`config.mk`:
```
export PLATFORM = sky130hd
export DESIGN_NAME = signal_debouncer_flat
export DESIGN_NICKNAME = d
export VERILOG_FILES = /design/src/rtl/signal_debouncer_if.sv /design/src/rtl/signal_debouncer.sv /design/src/flat_wrapper.sv
export SDC_FILE = /design/constraint.sdc
export NUM_CORES = 1
export LEC_CHECK = 0
export BUFFER_PORTS_ARGS = -buffer_cell sky130_fd_sc_hd__buf_4
export CAP_MARGIN = 20
export CORE_AREA = 4 4 41 43
export DETAILED_ROUTE_END_ITERATION = 12
export DIE_AREA = 0 0 45 47
export GPL_TIMING_DRIVEN = 0
export PLACE_DENSITY = 0.51
export SLEW_MARGIN = 20
export SYNTH_ARGS = -nofsm -noshare
export SYNTH_HDL_FRONTEND = slang
export SYNTH_SLANG_ARGS = --single-unit
```
`constraint.sdc`:
```
create_clock -name clk -period 3.37 [get_ports clk]
set_clock_uncertainty 0.05 [all_clocks]
set_input_delay 1.011 -clock clk [delete_from_list [all_inputs] [get_ports clk]]
set_output_delay 1.011 -clock clk [all_outputs]
set_load 0.02 [all_outputs]
```
`src/rtl/signal_debouncer_if.sv`:
```
// Debouncer signal bundle: raw input toward the conditioner, clean level and status back.
interface signal_debouncer_if;
    logic signal_raw;
    logic signal_out;
    logic changed;
    logic busy;

    modport master (
        output signal_raw,
        input  signal_out,
        input  changed,
        input  busy
    );

    modport slave (
        input  signal_raw,
        output signal_out,
        output changed,
        output busy
    );
endinterface

```
`src/rtl/signal_debouncer.sv`:
```
// Synchronizes a bouncy raw input and accepts a new level only after it holds for
// DEBOUNCE_CYCLES consecutive clocks; all outputs are registered.
module signal_debouncer #(
    parameter int unsigned SYNC_STAGES     = 2,
    parameter int unsigned DEBOUNCE_CYCLES = 16,
    parameter logic        RESET_LEVEL     = 1'b1
) (
    input  logic               clk,
    input  logic               rst,
    signal_debouncer_if.slave  dbif
);
    localparam int unsigned CNT_W = $clog2(DEBOUNCE_CYCLES + 1);

    typedef enum logic {STABLE, CHECK} state_t;

    logic [SYNC_STAGES-1:0] sync_r;
    logic                   sync_q;
    state_t                 state, state_n;
    logic [CNT_W-1:0]       cnt, cnt_n;
    logic                   out_q, out_n;
    logic                   changed_q, changed_n;
    logic                   busy_q;

    assign sync_q = sync_r[SYNC_STAGES-1];

    always_ff @(posedge clk) begin
        if (rst) begin
            sync_r <= {SYNC_STAGES{RESET_LEVEL}};
        end else begin
            sync_r <= {sync_r[SYNC_STAGES-2:0], dbif.signal_raw};
        end
    end

    always_ff @(posedge clk) begin
        if (rst) begin
            state     <= STABLE;
            cnt       <= '0;
            out_q     <= RESET_LEVEL;
            changed_q <= 1'b0;
            busy_q    <= 1'b0;
        end else begin
            state     <= state_n;
            cnt       <= cnt_n;
            out_q     <= out_n;
            changed_q <= changed_n;
            busy_q    <= (state_n == CHECK);
        end
    end

    always_comb begin
        state_n   = state;
        cnt_n     = cnt;
        out_n     = out_q;
        changed_n = 1'b0;
        case (state)
            STABLE: begin
                cnt_n = '0;
                if (sync_q != out_q) begin
                    state_n = CHECK;
                    cnt_n   = CNT_W'(1);
                end
            end
            CHECK: begin
                if (sync_q == out_q) begin
                    // Candidate fell back before qualifying: drop it silently.
                    state_n = STABLE;
                    cnt_n   = '0;
                end else if (cnt == CNT_W'(DEBOUNCE_CYCLES - 1)) begin
                    state_n   = STABLE;
                    cnt_n     = '0;
                    out_n     = ~out_q;
                    changed_n = 1'b1;
                end else begin
                    cnt_n = cnt + CNT_W'(1);
                end
            end
            default: begin
                state_n = STABLE;
                cnt_n   = '0;
            end
        endcase
    end

    assign dbif.signal_out = out_q;
    assign dbif.changed    = changed_q;
    assign dbif.busy       = busy_q;
endmodule
```
`src/flat_wrapper.sv`:
```
// flat-port wrapper written by rule: the top's interface ports become plain ports
module signal_debouncer_flat 
#(
    parameter int unsigned SYNC_STAGES     = 2,
    parameter int unsigned DEBOUNCE_CYCLES = 16,
    parameter logic        RESET_LEVEL     = 1'b1
)
  (clk, rst, dbif_signal_raw, dbif_signal_out, dbif_changed, dbif_busy);
  signal_debouncer_if dbif_i ();
  input  logic clk;
  input  logic rst;
  input wire logic [$bits(dbif_i.signal_raw)-1:0] dbif_signal_raw;
  output wire logic [$bits(dbif_i.signal_out)-1:0] dbif_signal_out;
  output wire logic [$bits(dbif_i.changed)-1:0] dbif_changed;
  output wire logic [$bits(dbif_i.busy)-1:0] dbif_busy;
  assign dbif_i.signal_raw = dbif_signal_raw;
  assign dbif_signal_out = dbif_i.signal_out;
  assign dbif_changed = dbif_i.changed;
  assign dbif_busy = dbif_i.busy;
  signal_debouncer #(.SYNC_STAGES(SYNC_STAGES), .DEBOUNCE_CYCLES(DEBOUNCE_CYCLES), .RESET_LEVEL(RESET_LEVEL)) u_core (.clk(clk), .rst(rst), .dbif(dbif_i));
endmodule
```
==> results.md <==
* GR Overflow Total at 0
* # fillers at 140
* Clock share of power at 45.0%
* Via count at 246
* Area grow syn2layout at 26.1%
* Post-Synthesis Cells at 34
* Maximum clock insertion buffer count at 2
* Worst Hold End: u_core.sync_r[1]$_SDFF_PP1_
* DP Worst Slack at 1.69 ns
* FMAX at 526 MHz
* Initial Utilization at 27.2%
* Pins Over Slew Limit at 0
* Input/output buffers at 5
* Mapped Avg Cell Area at 10.4 um2
* Antenna cells at 0
* Crit path time final at 1.90 ns
* TritonCTS buffer count at 3
* Pin count of the biggest net entering global routing at 7
* Die height at 47 um
* Sequential power share at 52.6%
* Final worst path period share at 56.4%
* Final setup viols at 0
* R2R Setup Slk at 1.83 ns
* Switching fraction of total power at 18.1%
* DRC errors left at 0
* Comb pwr share at 2.4%
* RSZ-0062 raised after global routing: false
* Number of cells on the worst reg-to-reg path at 5
* Sw Pwr at 0.0000417 W
* Slew headroom at 87.0%
* NumNets Final at 49
* Critical path peak fanout at 6
* Area of the core at 0.00130 mm2
* Worst path top cell family by delay: flip-flops
* CP Buf/Inv Count at 1
* Min-delay src: u_core.sync_r[0]$_SDFF_PP1_
* R2r endpoint: u_core.dbif.signal_out$_SDFFE_PP1P_
* Slowest cell on the critical path: dfxtp_1
* Final WS setup at 1.47 ns
* Post-Syn Nets at 39
* First-pass GRT wire length at 972 um
* Worst-Margin Slew at 0.194 ns
* Setup TNS Final at 0 ns
* Clock tree from TritonCTS: built
* Status: complete, no violations
* Sequential cell area at 200 um2
* Post-CTS Resized at 0
* Die Span X at 45 um
* WL final at 536 um
* CP arrival at 0.84 ns
* VDD IR max at 224 uV
* IO Count at 6
* Core Rows at 13
* Post-Syn Area at 354 um2
* RR Startpoint: u_core.cnt[0]$_SDFF_PP0_
* # Post-CTS Setup Buffers at 0
* DIE AREA at 0.00212 mm2
* GPL Wtd Cong at 0.644
* HPWL Detailed at 411 um
* WP data required at 2.31 ns
* Vias in the first global route at 263
* Int Pwr at 0.000189 W
* Routed wire length per instance at 9.24 um
* Routed vias/inst at 4.24
* Multi-input gate area at 146 um2
* Launch point of the worst path: u_core.dbif.busy$_SDFF_PP0_
* Worst Hold Class: reg -> reg
* Sequential area share after synthesis at 56.5%
* Antenna violations before repair at 0
* TritonRoute pass-1 iters at 1
* Synth unique cells at 15
* Slowest cell delay on critical path at 0.41 ns
* H-tree depth at 1
* Fin util at 34.3%
* Worst skew pair latency at 0.26 ns
* Critical-path cell list: buf_4
* Gr usage total at 6.89%
* Hold Path Cell Cnt at 1
* Antenna-violating nets left at 0
* Critical Setup Path Class: reg -> out
* Synthesis-stage register bit count at 10
* Pwr/cell area at 516 mW/mm2
* Final Hold Fails at 0
* Max cap viols at 0
* Hold-fix buffers, CTS at 0
* CTS root buf: clkbuf_4
* Clk slew on worst S/H paths at 0.06 ns
* Startpoint Class: register
* Clock Sinks at 10
* Layout cells sized above 1 at 20.9%
* Syn. warnings at 0
* Pleak at 0.180 nW
* DR iter-0 viols at 0
* Crit end category: output pin
==> logic make-up after synthesis <==
| logic type | synth area share, % |
|---|---|
| AND/OR/NAND/NOR | 20.8 |
| flip-flops | 56.5 |
| AO/OA/AOI/OAI | 6.01 |
| XOR/XNOR | 7.42 |
| buffers and inverters | 2.12 |
| adder cells (fa/ha/maj) | 7.07 |
==> power groups by stage <==
stage / clock network (W) / registers, W / logic, W
2_1_floorplan: 0 / 0.000124 / 0.00000215
3_3_place_gp: 0 / 0.000124 / 0.00000531
3_5_place_dp: 0 / 0.000124 / 0.00000554
4_1_cts: 0.000109 / 0.000121 / 0.00000552
5_1_grt: 0.000119 / 0.000121 / 0.00000601
6_report: 0.000104 / 0.000121 / 0.00000547
==> per-layer routing <==
metal / vias up / global-route usage, % / share of wire [%]
met4: 0 / 5.26 / 0
met5: - / 0 / 0
met3: 0 / 3.45 / 5.0
met1: 112 / 7.57 / 43
li1: 129 / - / -
met2: 5 / 10.2 / 52
==> through the flow <==
step           total power, W  hold WS (ns)  instance area [um2]  instances
3_3_place_gp         0.000129         0.340                  410         54
6_report             0.000230         0.383                  447         58
4_1_cts              0.000236         0.393                  447         58
2_1_floorplan        0.000126         0.333                  354         34
3_5_place_dp         0.000129         0.357                  410         54
5_1_grt              0.000246         0.413                  447         58
==> worst max-delay path by stage <==
stage                                to  slack, ns  depth (start not counted)
5_1_grt                       dbif_busy       1.39                          1
3_3_place_gp   u_core.cnt[2]$_SDFF_PP0_       1.71                          3
4_1_cts                       dbif_busy       1.45                          1
3_5_place_dp   u_core.cnt[3]$_SDFF_PP0_       1.69                          3
2_1_floorplan                 dbif_busy       1.84                          0
6_report                      dbif_busy       1.47                          1
==> state kept, by name (all words and copies together), names as in the netlist <==
| signal | count |
|---|---|
| u_core.cnt | 5 |
| u_core.sync_r | 2 |
| u_core.dbif.busy | 1 |
| u_core.dbif.changed | 1 |
| u_core.dbif.signal_out | 1 |
==> placed cells by master (no fill, tap or decap) <==
cell type | netlist | final
buf_4 | 0 | 5
nand2_1 | 1 | 1
nor2_1 | 6 | 6
or2_1 | 2 | 2
xor2_1 | 2 | 2
clkbuf_4 | 0 | 3
a21oi_1 | 1 | 1
clkbuf_8 | 0 | 1
inv_1 | 2 | 2
nand4bb_1 | 1 | 1
dfxtp_1 | 10 | 10
nand3_1 | 1 | 1
o21a_1 | 1 | 1
ha_1 | 2 | 2
nand2b_1 | 1 | 1
xnor2_1 | 1 | 1
a211o_1 | 1 | 1
and3_1 | 2 | 2
==> area by class of cell <==
cell class | instances | area share, %
flip-flops and latches | 10 | 44.8
multi-input cells | 22 | 32.8
repair buffers | 5 | 8.40
clock buffers | 4 | 8.12
well taps | 15 | 4.20
inverters | 2 | 1.68
==> cells in the mapped netlist <==
| cell | number | area (um2) |
|---|---|---|
| a211o_1 | 1 | 8.76 |
| a21oi_1 | 1 | 5.00 |
| and3_1 | 2 | 12.5 |
| dfxtp_1 | 10 | 200 |
| ha_1 | 2 | 25.0 |
| inv_1 | 2 | 7.51 |
| nand2_1 | 1 | 3.75 |
| nand2b_1 | 1 | 6.26 |
| nand3_1 | 1 | 5.00 |
| nand4bb_1 | 1 | 11.3 |
| nor2_1 | 6 | 22.5 |
| o21a_1 | 1 | 7.51 |
| or2_1 | 2 | 12.5 |
| xnor2_1 | 1 | 8.76 |
| xor2_1 | 2 | 17.5 |
(Power assumes the default switching activity.)
